===== src/rtl/mem_arb_pkg.sv =====
// Shared definitions for the memory-port arbiter.
//   state_t      : access type granted in a cycle (also the response owner
//                  for the following cycle)
//   owner_t      : which requester receives the memory read data
//   owner_of()   : maps a registered grant state to its response owner
//   STARVE_LIMIT_DEF / STARVE_W : default fetch starvation limit and the
//                  width of the starvation counter (limit range 1..15)
package mem_arb_pkg;

   typedef enum logic [1:0] {
      S_IDLE  = 2'd0,
      S_IF    = 2'd1,
      S_DM_RD = 2'd2,
      S_DM_WR = 2'd3
   } state_t;

   typedef enum logic [1:0] {
      OWN_NONE = 2'd0,
      OWN_IF   = 2'd1,
      OWN_DM   = 2'd2
   } owner_t;

   localparam int STARVE_LIMIT_DEF = 3;
   localparam int STARVE_W         = 4;

   // Stores and idle cycles produce no read response.
   function automatic owner_t owner_of(input state_t s);
      case (s)
         S_IF:    owner_of = OWN_IF;
         S_DM_RD: owner_of = OWN_DM;
         default: owner_of = OWN_NONE;
      endcase
   endfunction

endpackage


===== src/rtl/sat_counter.sv =====
// Saturating up-counter with synchronous clear.
//   clock, reset : rising-edge clock, asynchronous active-high reset
//   inc          : count up by one unless already at MAX
//   clr          : return to zero (wins over inc)
//   count        : current value
module sat_counter #(
   parameter int           W   = 4,
   parameter logic [W-1:0] MAX = '1
) (
   input  logic         clock,
   input  logic         reset,
   input  logic         inc,
   input  logic         clr,
   output logic [W-1:0] count
);

   always_ff @(posedge clock or posedge reset) begin
      if (reset) begin
         count <= '0;
      end else if (clr) begin
         count <= '0;
      end else if (inc && (count != MAX)) begin
         count <= count + 1'b1;
      end
   end

endmodule


===== src/rtl/mem_port_arbiter.sv =====
// Arbitrates one single-port synchronous 256x8 memory between instruction
// fetch and EXEC-stage data access. Data access wins unless fetch has been
// denied STARVE_LIMIT cycles in a row, in which case fetch is forced through
// for one cycle. Read data arrives one cycle after the grant and is steered
// to the owning requester, then held until that requester's next response.
//   clock, reset                 : clock / async active-high reset
//   if_req, if_addr              : fetch read request
//   if_gnt, if_rdata, if_valid   : fetch grant, instruction data, data strobe
//   dm_req, dm_we, dm_addr,
//   dm_wdata                     : data load/store request
//   dm_gnt, dm_rdata, dm_valid   : data grant, load data, load strobe
//   mem_addr, mem_wdata,
//   mem_wren, mem_q              : memory port (mem_q one cycle after addr)
//   stall_fetch, stall_data      : requester waiting this cycle
//   stall_count                  : saturating count of stalled cycles
module mem_port_arbiter
   import mem_arb_pkg::*;
#(
   parameter int STARVE_LIMIT = STARVE_LIMIT_DEF,
   parameter int CNT_W        = 16
) (
   input  logic             clock,
   input  logic             reset,
   input  logic             if_req,
   input  logic [7:0]       if_addr,
   output logic             if_gnt,
   output logic [7:0]       if_rdata,
   output logic             if_valid,
   input  logic             dm_req,
   input  logic             dm_we,
   input  logic [7:0]       dm_addr,
   input  logic [7:0]       dm_wdata,
   output logic             dm_gnt,
   output logic [7:0]       dm_rdata,
   output logic             dm_valid,
   output logic [7:0]       mem_addr,
   output logic [7:0]       mem_wdata,
   output logic             mem_wren,
   input  logic [7:0]       mem_q,
   output logic             stall_fetch,
   output logic             stall_data,
   output logic [CNT_W-1:0] stall_count
);

   localparam logic [STARVE_W-1:0] STARVE_MAX = STARVE_W'(STARVE_LIMIT);

   logic [STARVE_W-1:0] starve_cnt;
   logic                force_if;
   state_t              state;
   state_t              state_next;
   owner_t              resp_owner;
   logic [7:0]          if_hold;
   logic [7:0]          dm_hold;

   // Grant and memory drive for the current cycle
   always_comb begin
      force_if    = (starve_cnt == STARVE_MAX);
      dm_gnt      = dm_req & ~(force_if & if_req);
      if_gnt      = if_req & ~dm_gnt;
      stall_fetch = if_req & ~if_gnt;
      stall_data  = dm_req & ~dm_gnt;

      mem_addr   = 8'h00;
      mem_wdata  = 8'h00;
      mem_wren   = 1'b0;
      state_next = S_IDLE;
      if (dm_gnt) begin
         mem_addr   = dm_addr;
         mem_wdata  = dm_wdata;
         mem_wren   = dm_we;
         state_next = dm_we ? S_DM_WR : S_DM_RD;
      end else if (if_gnt) begin
         mem_addr   = if_addr;
         state_next = S_IF;
      end
   end

   // Grant state register: last cycle's grant owns this cycle's mem_q
   always_ff @(posedge clock or posedge reset) begin
      if (reset) begin
         state   <= S_IDLE;
         if_hold <= 8'h00;
         dm_hold <= 8'h00;
      end else begin
         state <= state_next;
         if (resp_owner == OWN_IF) if_hold <= mem_q;
         if (resp_owner == OWN_DM) dm_hold <= mem_q;
      end
   end

   // Response steering: mem_q is passed through in its response cycle so the
   // requester sees the data one cycle after its grant; the hold registers
   // keep it afterwards.
   always_comb begin
      resp_owner = owner_of(state);
      if_valid   = (resp_owner == OWN_IF);
      dm_valid   = (resp_owner == OWN_DM);
      if_rdata   = if_valid ? mem_q : if_hold;
      dm_rdata   = dm_valid ? mem_q : dm_hold;
   end

   // A forced fetch grant also clears the counter, so data is denied once.
   sat_counter #(
      .W   (STARVE_W),
      .MAX (STARVE_MAX)
   ) u_starve (
      .clock (clock),
      .reset (reset),
      .inc   (stall_fetch),
      .clr   (if_gnt | ~if_req),
      .count (starve_cnt)
   );

   sat_counter #(
      .W   (CNT_W),
      .MAX ({CNT_W{1'b1}})
   ) u_stall (
      .clock (clock),
      .reset (reset),
      .inc   (stall_fetch | stall_data),
      .clr   (1'b0),
      .count (stall_count)
   );

endmodule

===== config.mk =====
export PLATFORM = sky130hd
export DESIGN_NAME = mem_port_arbiter
export DESIGN_NICKNAME = d
export VERILOG_FILES = /design/src/rtl/mem_arb_pkg.sv /design/src/rtl/sat_counter.sv /design/src/rtl/mem_port_arbiter.sv
export SDC_FILE = /design/constraint.sdc
export NUM_CORES = 1
export LEC_CHECK = 0
export ABC_AREA = 1
export CAP_MARGIN = 10
export CORE_UTILIZATION = 43
export CTS_BUF_LIST = sky130_fd_sc_hd__clkbuf_8
export DETAILED_ROUTE_END_ITERATION = 10
export PLACE_DENSITY = 0.94
export SLEW_MARGIN = 30
export SYNTH_ARGS = -nofsm -noshare
export SYNTH_HDL_FRONTEND = slang
export SYNTH_SLANG_ARGS = --single-unit

===== constraint.sdc =====
create_clock -name clock -period 1.97 [get_ports clock]
set_input_delay 0.2955 -clock clock [delete_from_list [all_inputs] [get_ports clock]]
set_output_delay 0.2955 -clock clock [all_outputs]
set_load 0.1 [all_outputs]

==> results.ini, run 1 <==
[status]
outcome = complete, but fails checks
failed_checks = design-rule violations, negative setup slack

[sta]
min_period_ns = 2.14
fmax_mhz = 468
rsz0062_at_grt = true
hold_violations = 0
clock_skew_ns = 0.00982
worst_slack_ns = -0.167
worst_slew_pin_slew_ns = 0.484
finalSetupViolCount = 21
slew_headroom_pct = 67.7
min_period_over_period_pct = 109
slew_violations = 0

[worst_hold_path]
min_path_type = in -> async

[synthesis]
synthSimpleGateAreaFrac_pct = 33.0
yosys-mux-area-fraction_pct = 0
synth_area_per_cell_um2 = 7.41
synth-xor-area-share_pct = 3.39
yosysUniqueCellTypes = 21
ys_ff_latch = 38
synth_compound_area_share_pct = 8.17
synth_adder_area_share_pct = 1.21
synth_top_family_by_area = simple AND/OR/NAND/NOR gates
synth_seq_area_share_pct = 46.0
yosysWarnings = 0
syn_area_mm2 = 0.00207
synthesis.nets = 318
synthCells = 279

[route]
drt_iter0_markers = 321
via_count = 2363
wl_per_cell_um = 18.2
wl_um = 8010
drc = 2
dr.pass1.iters = 8
viasPerCell = 5.37
ant_nets = 0

[cts]
clk_pin_slew_ns = 0.07
numCtsBuffers = 5
clock-sinks = 38
ctsHoldBuffers = 0
clockBufferDepth = 2
cts_max_level = 2
cts_tree = yes
clk_latency_ns = 0.31
root_buffer = clkbuf_8

[global_route]
grt_pass1_wl_um = 11800
grt-ovfl-total = 0
grt_use_total_pct = 30.9
grt_pass1_vias = 2437
antenna_found_initial = 0
grt_max_degree = 39

[placed_design]
portBuffers = 91
gp_congestion = 0.840
hpwlAfterDp_um = 5060
placed_cells = 421

[floorplanning]
rows = 24
initial_core_util_pct = 46.2
dieArea_mm2 = 0.00509
coreArea_mm2 = 0.00447
design.portCount = 92
fp.dieW_um = 71.3
die_height_um = 71.3

[worst_setup_path]
path_cells = ha_4, nor3b_4, nand2_2, nand2_8, nand2_8, clkinv_8, nand2_2, nand2_4, buf_12
path_max_fanout = 5
cp_slowest_cell = dfrtp_1
worstSetupPathType = reg -> out
cp-start-kind = register
rrSetupSlack_ns = 0.20
worstPathRequired_ns = 1.67
crit-reg2reg-launch = u_stall.count[0]$_DFFE_PP0P_
startpoint = u_starve.count[0]$_DFFE_PP0P_
arrival_ns = 1.84
cp_top_family = simple AND/OR/NAND/NOR gates
path_buf_inv = 2
end_kind = output pin
critPathMaxStageDelay_ns = 0.44

[power]
vdd_drop_max_mv = 0.457
finalPower_mw = 3.66
p_leak_nw = 1.81
power.density_mw_per_mm2 = 923

[finish]
num-nets-final = 426
nFillCells = 180
drive_gt1_share_pct = 38.7
area_delta_synth_final_pct = 92.0
fin_cells = 440
antenna-diode-count = 0

[job]
cap_viol_max_count = 0

==> cells in the mapped netlist <==
library cell  instances  area [µm²]
nand2_2               2        12.5
dfrtp_1              38         951
o21ai_0              22         110
nand3_1              10        50.1
o21bai_4              1        18.8
nor2_1               30         113
nand2_1             108         405
nand4_1               6        37.5
ha_1                  2        25.0
o21ai_1               1        5.00
clkbuf_1              2        7.51
inv_1                34         128
nand2_4               1        11.3
clkinv_1              2        7.51
xnor2_1               5        43.8
buf_6                 2        22.5
o21ai_2               4        35.0
xor2_1                3        26.3
nor2_4                4        45.0
nor3b_1               1        7.51
buf_2                 1        5.00
==> metrics by stage <==
step | TNS, ns | cell area, µm² | utilization, % | worst slack [ns] | hold slack [ns]
6_report | -2.68 | 3970 | 88.7 | -0.167 | 0.430
5_1_grt | -3.56 | 3970 | 88.7 | -0.217 | 0.495
4_1_cts | -1.32 | 3890 | 87.0 | -0.107 | 0.455
3_5_place_dp | -0.200 | 3640 | 81.4 | -0.0466 | 0.470
3_3_place_gp | 0 | 3640 | 81.4 | 0.0963 | 0.440
2_1_floorplan | -9.94 | 2360 | - | -0.529 | 0.430
==> flip-flops by register name, summed over array words and instances, names as in the netlist <==
register        count
if_hold             8
u_stall.count      16
state               2
u_starve.count      4
dm_hold             8
==> cells in the final DEF, fill, tap and decap left out, types with 5 or more instances in the layout <==
master / synthesis / final
nand2_1: 108 / 86
buf_12: 0 / 39
clkdlybuf4s50_1: 0 / 36
inv_1: 34 / 33
dfrtp_1: 38 / 32
buf_4: 0 / 28
nor2_1: 30 / 19
nor2_4: 4 / 15
nand2_2: 2 / 12
o21ai_2: 4 / 12
nand2_4: 1 / 10
nand3_1: 10 / 10
o21ai_4: 0 / 8
nand4_1: 6 / 6
o21ai_0: 22 / 6
dfrtp_2: 0 / 6
xnor2_1: 5 / 5
clkbuf_8: 0 / 5
==> final timing paths <==
check,to,cells after the start
max in group asynchronous,u_stall.count[0]$_DFFE_PP0P_,3
min in group clock,dm_hold[1]$_DFF_PP0_,2
worst min-delay path,if_hold[6]$_DFF_PP0_,3
worst max-delay path,mem_addr[3],9
worst min register to register,dm_hold[1]$_DFF_PP0_,2
worst max register to register,u_stall.count[11]$_DFFE_PP0P_,7
==> worst reg2reg max path, delay by kind of cell (launching register included) <==
kind | cells | cell delay (ns)
flip-flops | 1 | 0.46
AO/OA/AOI/OAI | 1 | 0.18
AND/OR/NAND/NOR | 5 | 0.71
adder cells (fa/ha/maj) | 1 | 0.29
==> cell families after synthesis <==
kind of cell,count (synthesis)
AND/OR/NAND/NOR,162
XOR/XNOR,8
adder cells (fa/ha/maj),2
buffers and inverters,41
AO/OA/AOI/OAI,28
flip-flops,38
==> layer usage <==
metal | GRT usage [%] | vias up | wire, µm
li1 | - | 1068 | -
met1 | 30.8 | 1133 | 2720
met2 | 58.8 | 131 | 4370
met3 | 8.72 | 31 | 576
met4 | 14.2 | 0 | 352
met5 | 0 | - | 0
==> power by group <==
part	internal, mW	total [mW]	switching [mW]
Combinational	0.623	2.11	1.49
Sequential	0.900	1.02	0.123
Clock	0.240	0.531	0.291
Total	1.76	3.66	1.90
==> layout make-up <==
class	count	area [µm²]	area share (%)
clock buffers	5	68.8	1.73
clock inverters	3	13.8	0.347
inverters	36	166	4.19
multi-input cells	200	1310	33.1
flip-flops and latches	38	958	24.1
well taps	52	65.1	1.64
repair buffers	105	1370	34.6
repair inverters	1	8.76	0.221
==> timing repair <==
action	in CTS	in global routing
resized for setup	28	11
setup endpoints to repair	28	32
buffers inserted	8	3
cloned	0	1
pin swaps	4	6
Note: power is estimated with default switching activity, not from simulation.
==> run 2: changes to the inputs <==
--- a/config.mk
+++ b/config.mk
@@ -10,7 +10,7 @@
 export CORE_UTILIZATION = 43
 export CTS_BUF_LIST = sky130_fd_sc_hd__clkbuf_8
 export DETAILED_ROUTE_END_ITERATION = 10
-export PLACE_DENSITY = 0.94
+export PLACE_DENSITY = 0.8
 export SLEW_MARGIN = 30
 export SYNTH_ARGS = -nofsm -noshare
 export SYNTH_HDL_FRONTEND = slang
==> results.ini, run 2 (synthesized netlist as in run 1, its figures left out) <==
[job]
cap_viol_max_count = 0  ; unchanged

[sta]
worst_slew_pin_slew_ns = 0.497  ; +0.0129 ns
finalSetupViolCount = 20  ; -4.8%
worst_slack_ns = -0.142  ; +0.0256 ns
min_period_ns = 2.11  ; -0.0256 ns
slew_violations = 0  ; unchanged
hold_violations = 0  ; unchanged
hold_slack_ns = 0.444  ; +0.0132 ns
slew_headroom_pct = 66.8  ; -0.94 points
min_period_over_period_pct = 107  ; -1.3 points
fmax_mhz = 474  ; +1.2%
clock_skew_ns = 0.00770  ; -0.00212 ns
rsz0062_at_grt = true

[worst_setup_path]
worstSetupPathType = reg -> out
worstPathRequired_ns = 1.67  ; about the same
cp-start-kind = register
cp_slowest_cell = dfrtp_1
critPathMaxStageDelay_ns = 0.40  ; -0.04 ns
path_max_fanout = 5  ; unchanged
cp_top_family = simple AND/OR/NAND/NOR gates
path_cells = ha_2, nor3b_4, nand2_2, nand2_8, nand2_8, clkinv_8, nand2_4, nand2_4, buf_12
arrival_ns = 1.82  ; -0.02 ns
path_buf_inv = 2  ; unchanged
end_kind = output pin

[finish]
drive_gt1_share_pct = 37.2  ; -1.5 points
largest_reg_flops = 16  ; unchanged
regMostFlops = u_stall.count
nFillCells = 196  ; +8.9%
num-nets-final = 425  ; -0.23%
antenna-diode-count = 0  ; unchanged
mostFrequentLayoutCells = nand2_1 (87), buf_12 (39), clkdlybuf4s50_1 (36)
area_delta_synth_final_pct = 93.3
top_regs = u_stall.count x16, dm_hold x8, if_hold x8
final_common_cell = nand2_1

[power]
vdd_drop_max_mv = 0.567  ; +24%
pwr-share-seq_pct = 27.0  ; -0.9 points
finalPower_mw = 3.78  ; +3.1%
p_leak_nw = 1.85  ; +2.3%
power.density_mw_per_mm2 = 945  ; +2.4%
comb_power_share_pct = 55.5  ; -2.1 points
p_sw_mw = 1.88  ; -0.85%
power_frac_clock_pct = 17.6  ; +3.1 points
p_int_mw = 1.89  ; +7.3%
swShare_pct = 49.9  ; -2.0 points

[cts]
cts_tree = yes
cts_max_level = 2  ; unchanged
clk_latency_ns = 0.30  ; about the same
clockBufferDepth = 2  ; unchanged
root_buffer = clkbuf_8
clk_pin_slew_ns = 0.08  ; about the same
numCtsBuffers = 5  ; unchanged
clock-sinks = 38  ; unchanged

[floorplanning]
rows = 24  ; unchanged
fp.dieW_um = 71.3  ; unchanged
die_height_um = 71.3  ; unchanged
design.portCount = 92  ; unchanged
dieArea_mm2 = 0.00509  ; unchanged
coreArea_mm2 = 0.00447  ; unchanged
initial_core_util_pct = 46.2  ; unchanged

[status]
outcome = complete, but fails checks
failed_checks = design-rule violations, negative setup slack

[global_route]
grt_max_degree = 39  ; unchanged
grt_use_total_pct = 27.8  ; -3.0 points
grt-ovfl-total = 0  ; unchanged
grt_pass1_wl_um = 10900  ; -7.0%
antenna_found_initial = 0  ; unchanged
grt_pass1_vias = 2424  ; -0.53%

[route]
drc = 5  ; +3
wl_um = 7520  ; -6.2%
drt_iter0_markers = 151  ; -53%
viasPerCell = 5.36  ; -0.24%
dr.pass1.iters = 8  ; unchanged
wl_per_cell_um = 17.1  ; -6.0%
ant_nets = 0  ; unchanged
via_count = 2352  ; -0.47%

[placed_design]
gp_congestion = 0.794  ; -5.5%
portBuffers = 91  ; unchanged
dp_slack_ns = 0.0998  ; +0.146 ns
hpwlAfterDp_um = 4370  ; -14%

[worst_hold_path]
min_path_type = in -> async

[run 2: cell types whose count changed in the layout (fill, tap and decap cells not counted)]
cell,change
ha_4,-1
inv_1,-1
o21ai_1,+5
ha_2,+1
nand2_4,+7
nand2_2,-8
bufinv_16,+1
clkinv_8,+1
nand2_1,+1
o21ai_2,-5
buf_6,-1
buf_4,-1
[run 2: worst paths after layout]
kind | startpoint | endpoint | slack [ns] | cells past startpoint
worst min register to register | dm_hold[2]$_DFF_PP0_ | dm_hold[2]$_DFF_PP0_ | 0.52 | 2
min in group clock | dm_hold[2]$_DFF_PP0_ | dm_hold[2]$_DFF_PP0_ | 0.52 | 2
worst max register to register | u_stall.count[0]$_DFFE_PP0P_ | u_stall.count[11]$_DFFE_PP0P_ | 0.16 | 8
max in group asynchronous | reset | u_stall.count[1]$_DFFE_PP0P_ | 1.16 | 3
worst min-delay path | reset | dm_hold[0]$_DFF_PP0_ | 0.44 | 3
worst max-delay path | u_starve.count[1]$_DFFE_PP0P_ | mem_addr[1] | -0.14 | 9
[run 2: final cells by class]
cell class / instances / area, µm² / area share [%]
Clock inverter: 3 / 40.0 / 1.00
Multi-Input combinational cell: 200 / 1320 / 33.0
Timing Repair inverter: 2 / 25.0 / 0.626
Tap cell: 52 / 65.1 / 1.63
Clock buffer: 5 / 68.8 / 1.72
Inverter: 36 / 166 / 4.16
Timing Repair Buffer: 103 / 1360 / 33.9
Sequential cell: 38 / 958 / 24.0
[run 2: metrics by stage]
step	setup TNS [ns]	std cells	util, %	area (µm²)
2_1_floorplan	-9.94	279	-	2360
3_3_place_gp	0	422	81.6	3650
3_5_place_dp	0	422	81.6	3650
4_1_cts	-1.41	434	87.7	3930
5_1_grt	-3.31	439	89.3	4000
6_report	-1.99	439	89.3	4000
[run 2: metal layers]
| layer | vias up | global-route usage [%] | routed length, µm |
|---|---|---|---|
| met4 | 0 | 10.9 | 158 |
| met3 | 15 | 8.58 | 541 |
| li1 | 1080 | - | - |
| met2 | 125 | 51.6 | 4090 |
| met5 | - | 0 | 0 |
| met1 | 1132 | 29.3 | 2730 |
[run 2: worst register-to-register path: cells and delay by family (launching register included)]
kind / cells / cell delay (ns)
DFF: 1 / 0.46
AOI/OAI and AO/OA: 1 / 0.10
and+or+nand+nor: 6 / 0.89
adders and majority gates: 1 / 0.29
[run 2: power by group through the flow]
stage	sequential [mW]	combinational [mW]	clock (mW)
floorplan	1.43	0.989	0
global placement	1.02	2.00	0
detailed placement	1.03	2.03	0
CTS	1.01	2.07	0.664
global route	1.03	2.17	0.695
finish	1.02	2.10	0.663
[run 2: repair_timing]
action	4_1_cts	5_1_grt
resized for setup	32	8
buffers inserted	3	4
gates cloned	1	1
setup endpoints to repair	27	31
hold buffers	0	0
pin swaps	4	4
==> edit 1 (flow settings as in run 1) <==
Re-encode `state_t` (4 states) as one-hot, 4 bits wide.
--- a/src/rtl/mem_arb_pkg.sv
+++ b/src/rtl/mem_arb_pkg.sv
@@ -8,9 +8,9 @@
 package mem_arb_pkg;
 
-   typedef enum logic [1:0] {
-      S_IDLE  = 2'd0,
-      S_IF    = 2'd1,
-      S_DM_RD = 2'd2,
-      S_DM_WR = 2'd3
+   typedef enum logic [3:0] {
+      S_IDLE  = 4'b0001,
+      S_IF    = 4'b0010,
+      S_DM_RD = 4'b0100,
+      S_DM_WR = 4'b1000
    } state_t;
 
Behaviour: no difference found for any inputs over 10 cycles, from zero or initial values and one cycle with reset high; not proved beyond that.
==> edit 1 against run 1 <==
Largest power group unchanged; fmax down 6.5%; setup slack got worse by 150 ps; sequential cell count rose by 2; final area rose by 8.1%; area after synthesis increased by 4.4%; combinational power grew 8%; clock skew increased by 5.8 ps; total power increased by 13%; wire length grew 55%; the run ends with negative setup slack left; critical endpoint is now mem_wren.
==> edit 1: results <==
metrics = {
    "status": {
        "status": "complete, but fails checks",
        "violations": "negative setup slack",
    },
    "worst_setup_path": {
        "reg2reg_depth": 8,
        "crit_path_max_incr_delay_ps": 430,
        "r2r_end": "u_stall.count[14]",
        "arrival_ps": 1990,
        "r2r_slack_ps": -70,
        "timing.critical_path.to": "mem_wren",
        "worstPathMaxFanout": 10,
    },
    "sta": {
        "setup_viol": 36,
        "hold_ws_ps": 323.0,
        "finClkSkew_ps": 15.65,
        "setup_ws_ps": -314.8,
        "slew_headroom": 0.6866,
    },
    "cts": {
        "cts_setup_buffers": 7,
        "clkSlewWorstSetupHoldPaths_ps": 90,
        "cts_resized": 17,
    },
    "placed_design": {
        "dp_hpwl_um": 5670,
        "place_area_um2": 3844,
        "dpl.cell_count": 450,
    },
    "synthesis": {
        "ys_types": 25,
        "synth_commonest_cells": "nand2_1, dfrtp_1, inv_1, nor2_1, o21ai_0",
        "synthAdderAreaFrac": 0.01160,
        "synthTopCellsByArea": "dfrtp_1, nand2_1, inv_1",
        "ys_seq_area_frac": 0.4646,
        "synth_top_area_frac": 0.4524,
        "synth_nets": 329,
        "syn_area_per_cell_um2": 7.438,
        "synth_compound_area_frac": 0.04408,
        "synthXorXnorAreaFrac": 0.03248,
    },
    "pwr": {
        "powerClk_mw": 0.791,
        "p_leak_nw": 2.097,
        "p_comb_mw": 2.27,
        "power_frac_comb": 0.548,
        "ir_drop_uv": 876.8,
        "p_sw_mw": 2.040,
    },
    "cells_and_area": {
        "final_net_count": 441,
        "final_cell_count_no_fill": 470,
        "drive_above_1_share": 0.3821,
    },
    "global_routing": {
        "grt_pass1_wl_um": 15530,
        "first_global_vias": 2792,
        "grt_max_degree": 23,
        "grt_usage": 0.4130,
    },
    "route": {
        "wire_per_inst_um": 26.46,
        "drt_iter0_drc": 557,
        "dr.pass1.iters": 7,
        "num_vias": 3027,
    },
}
edit 1: cell count changes after synthesis, sizes merged, moves of 2 or more:
cell and change:
nand3b +2, a21oi +2, o21ai -10, nor2 +5
nand2 +8
edit 1: cell families after synthesis:
group / after synthesis
AND/OR/NAND/NOR: 178
buffers and inverters: 43
flip-flops: 40
AO/OA/AOI/OAI: 19
XOR/XNOR: 8
adder cells (fa/ha/maj): 2
edit 1: cell type report:
class                      instances  area (um2)
inverter                          37       158.9
fill                             177       495.5
timing repair buffer             110        1496
tap                               67       83.83
multi-input combinational        207        1405
clock inverter                     1       30.03
sequential                        40        1008
clock buffer                       7       96.34
timing repair inverter             1       11.26
edit 1: per-layer routing:
layer,GRT usage,vias to the layer above,routed length (um),part of all wire
met2,0.6937,410,5524,0.44
met4,0.2571,2,1241,0.10
met5,0,-,36,0.0029
met1,0.4479,1373,3895,0.31
met3,0.1409,136,1740,0.14
li1,-,1106,-,-
==> edit 2 (config.mk and constraints of run 1) <==
Made on the original files. `STARVE_W`: 4 -> 6.
--- a/src/rtl/mem_arb_pkg.sv
+++ b/src/rtl/mem_arb_pkg.sv
@@ -22,5 +22,5 @@
 
    localparam int STARVE_LIMIT_DEF = 3;
-   localparam int STARVE_W         = 4;
+   localparam int STARVE_W         = 6;
 
    // Stores and idle cycles produce no read response.
Function: same outputs for any inputs over 10 cycles, from zero or initial values and one cycle with reset high; that may be too few to reach the edited logic, so the function may still have changed.
==> edit 2 against run 1 <==
The flow finishes with violations (negative setup slack); sequential cell count is 2 higher; first-iteration DRC count is 12% lower; total power decreased by 3.1%; wire length rose by 12%; final area rose by 1.3%; fmax up 4.5%; synthesized cell count up 7.9%; area after synthesis increased by 5.9%; count of clock-buffer cells in the layout unchanged; setup slack better by 93 ps; global-route usage rose by 2.8 points; critical path type unchanged; critical endpoint is now mem_addr[0]; largest power group unchanged.
==> edit 2: results <==
metrics = {
    "status": {
        "status": "complete, but fails checks",
        "violations": "negative setup slack",
    },
    "cells_and_area": {
        "final_net_count": 447,
        "diodes": 0,
        "drive_above_1_share": 0.3716,
        "fillers": 258,
        "top_regs": "u_stall.count (16), dm_hold (8), if_hold (8)",
    },
    "worst_setup_path": {
        "crit_path_max_incr_delay_ps": 450,
        "arrival_ps": 1750,
        "worst_path_max_delay_cell": "dfrtp_2",
        "worstPathMaxFanout": 11,
        "r2r_end": "u_stall.count[9]",
        "critPathLaunch": "u_starve.count[1]",
        "reg2reg_depth": 9,
        "timing.critical_path.to": "mem_addr[0]",
        "r2r_slack_ps": 210,
        "reg2reg_from": "u_stall.count[0]",
    },
    "sta": {
        "hold_ws_ps": 438.3,
        "final.setup.tns_ps": -646.1,
        "setup_ws_ps": -74.55,
        "tightestPinTransition_ps": 537.8,
        "setup_viol": 21,
        "finClkSkew_ps": 20.02,
    },
    "route": {
        "drt_iter0_drc": 282,
        "dr.pass1.iters": 4,
        "num_vias": 2547,
        "finalWirelength_um": 9008,
    },
    "synthesis": {
        "yosysWarnings": 0,
        "synthArstFlopShare": 1.000,
        "ys_seq_area_frac": 0.4574,
        "synth_nets": 340,
        "synthTopCellsByArea": "dfrtp_1, nand2_1, inv_1",
        "ys_types": 23,
        "synth_commonest_cells": "nand2_1, dfrtp_1, inv_1, nor2_1, o21ai_0",
    },
    "cts": {
        "h-tree-depth": 2,
        "cts_made_buffers": 5,
        "clkSlewWorstSetupHoldPaths_ps": 100,
        "cts_buffer_depth": 2,
        "cts-root-buf": "clkbuf_8",
        "worstSkewPairLatency_ps": 310,
    },
    "placed_design": {
        "place_area_um2": 3761,
        "place.gp.congestion": 0.8778,
        "dp_hpwl_um": 5177,
        "post-place-ws_ps": -55.78,
        "port_buffers": 91,
    },
    "global_routing": {
        "first_global_vias": 2689,
        "grt_max_degree": 41,
        "antenna_found_initial": 0,
        "grt_usage": 0.3373,
        "grt_pass1_wl_um": 13280,
    },
    "pwr": {
        "ir_drop_uv": 727.7,
        "p_leak_nw": 1.867,
    },
    "hold_path": {
        "min_path_type": "in2async",
    },
}
-- edit 2: per-stage QoR --
| stage | total power [mW] | std cells |
|---|---|---|
| 2_1_floorplan | 2.279 | 301 |
| 3_3_place_gp | 2.887 | 460 |
| 3_5_place_dp | 2.928 | 460 |
| 4_1_cts | 3.478 | 473 |
| 5_1_grt | 3.665 | 476 |
| 6_report | 3.551 | 476 |
-- edit 2: what timing repair did --
action                                  CTS  global route
hold buffers                              0             0
pin swaps                                 4             3
cloned                                    1             0
resized for setup                        15            20
setup buffers                             4             3
endpoints found under the setup margin   35            25
-- edit 2: area by class of cell --
class,count,area [um2],area share
tap,67,83.83,0.02086
inverter,42,176.4,0.04390
clock buffer,5,68.82,0.01712
timing repair buffer,104,1375,0.3422
sequential,40,1010,0.2512
clock inverter,3,12.51,0.003113
multi-input combinational,214,1284,0.3194
timing repair inverter,1,8.758,0.002179
-- edit 2: report_power, final --
part / total [mW] / switching (mW) / internal (mW)
Sequential: 1.05 / 0.124 / 0.925
Combinational: 1.95 / 1.35 / 0.603
Clock: 0.550 / 0.311 / 0.239
-- edit 2: per-layer routing --
metal | track usage | wire length (um) | vias up
met5 | 0 | 0 | -
met3 | 0.08093 | 688 | 31
met4 | 0.1752 | 379 | 0
met2 | 0.6049 | 4748 | 154
met1 | 0.3690 | 3191 | 1226
li1 | - | - | 1136
-- edit 2: cell families after synthesis --
logic type / Yosys count / synth area share
xor+xnor: 7 / 0.02802
buf+inv: 47 / 0.08977
fa+ha+maj: 2 / 0.01143
compound gates: 24 / 0.05660
simple gates: 181 / 0.3568
flops: 40 / 0.4574
-- edit 2: critical path, delay by kind of cell, from the launching register on --
| kind | cells | cell delay [ps] |
|---|---|---|
| fa+ha+maj | 1 | 170 |
| buf+inv | 2 | 310 |
| flops | 1 | 450 |
| simple gates | 4 | 510 |
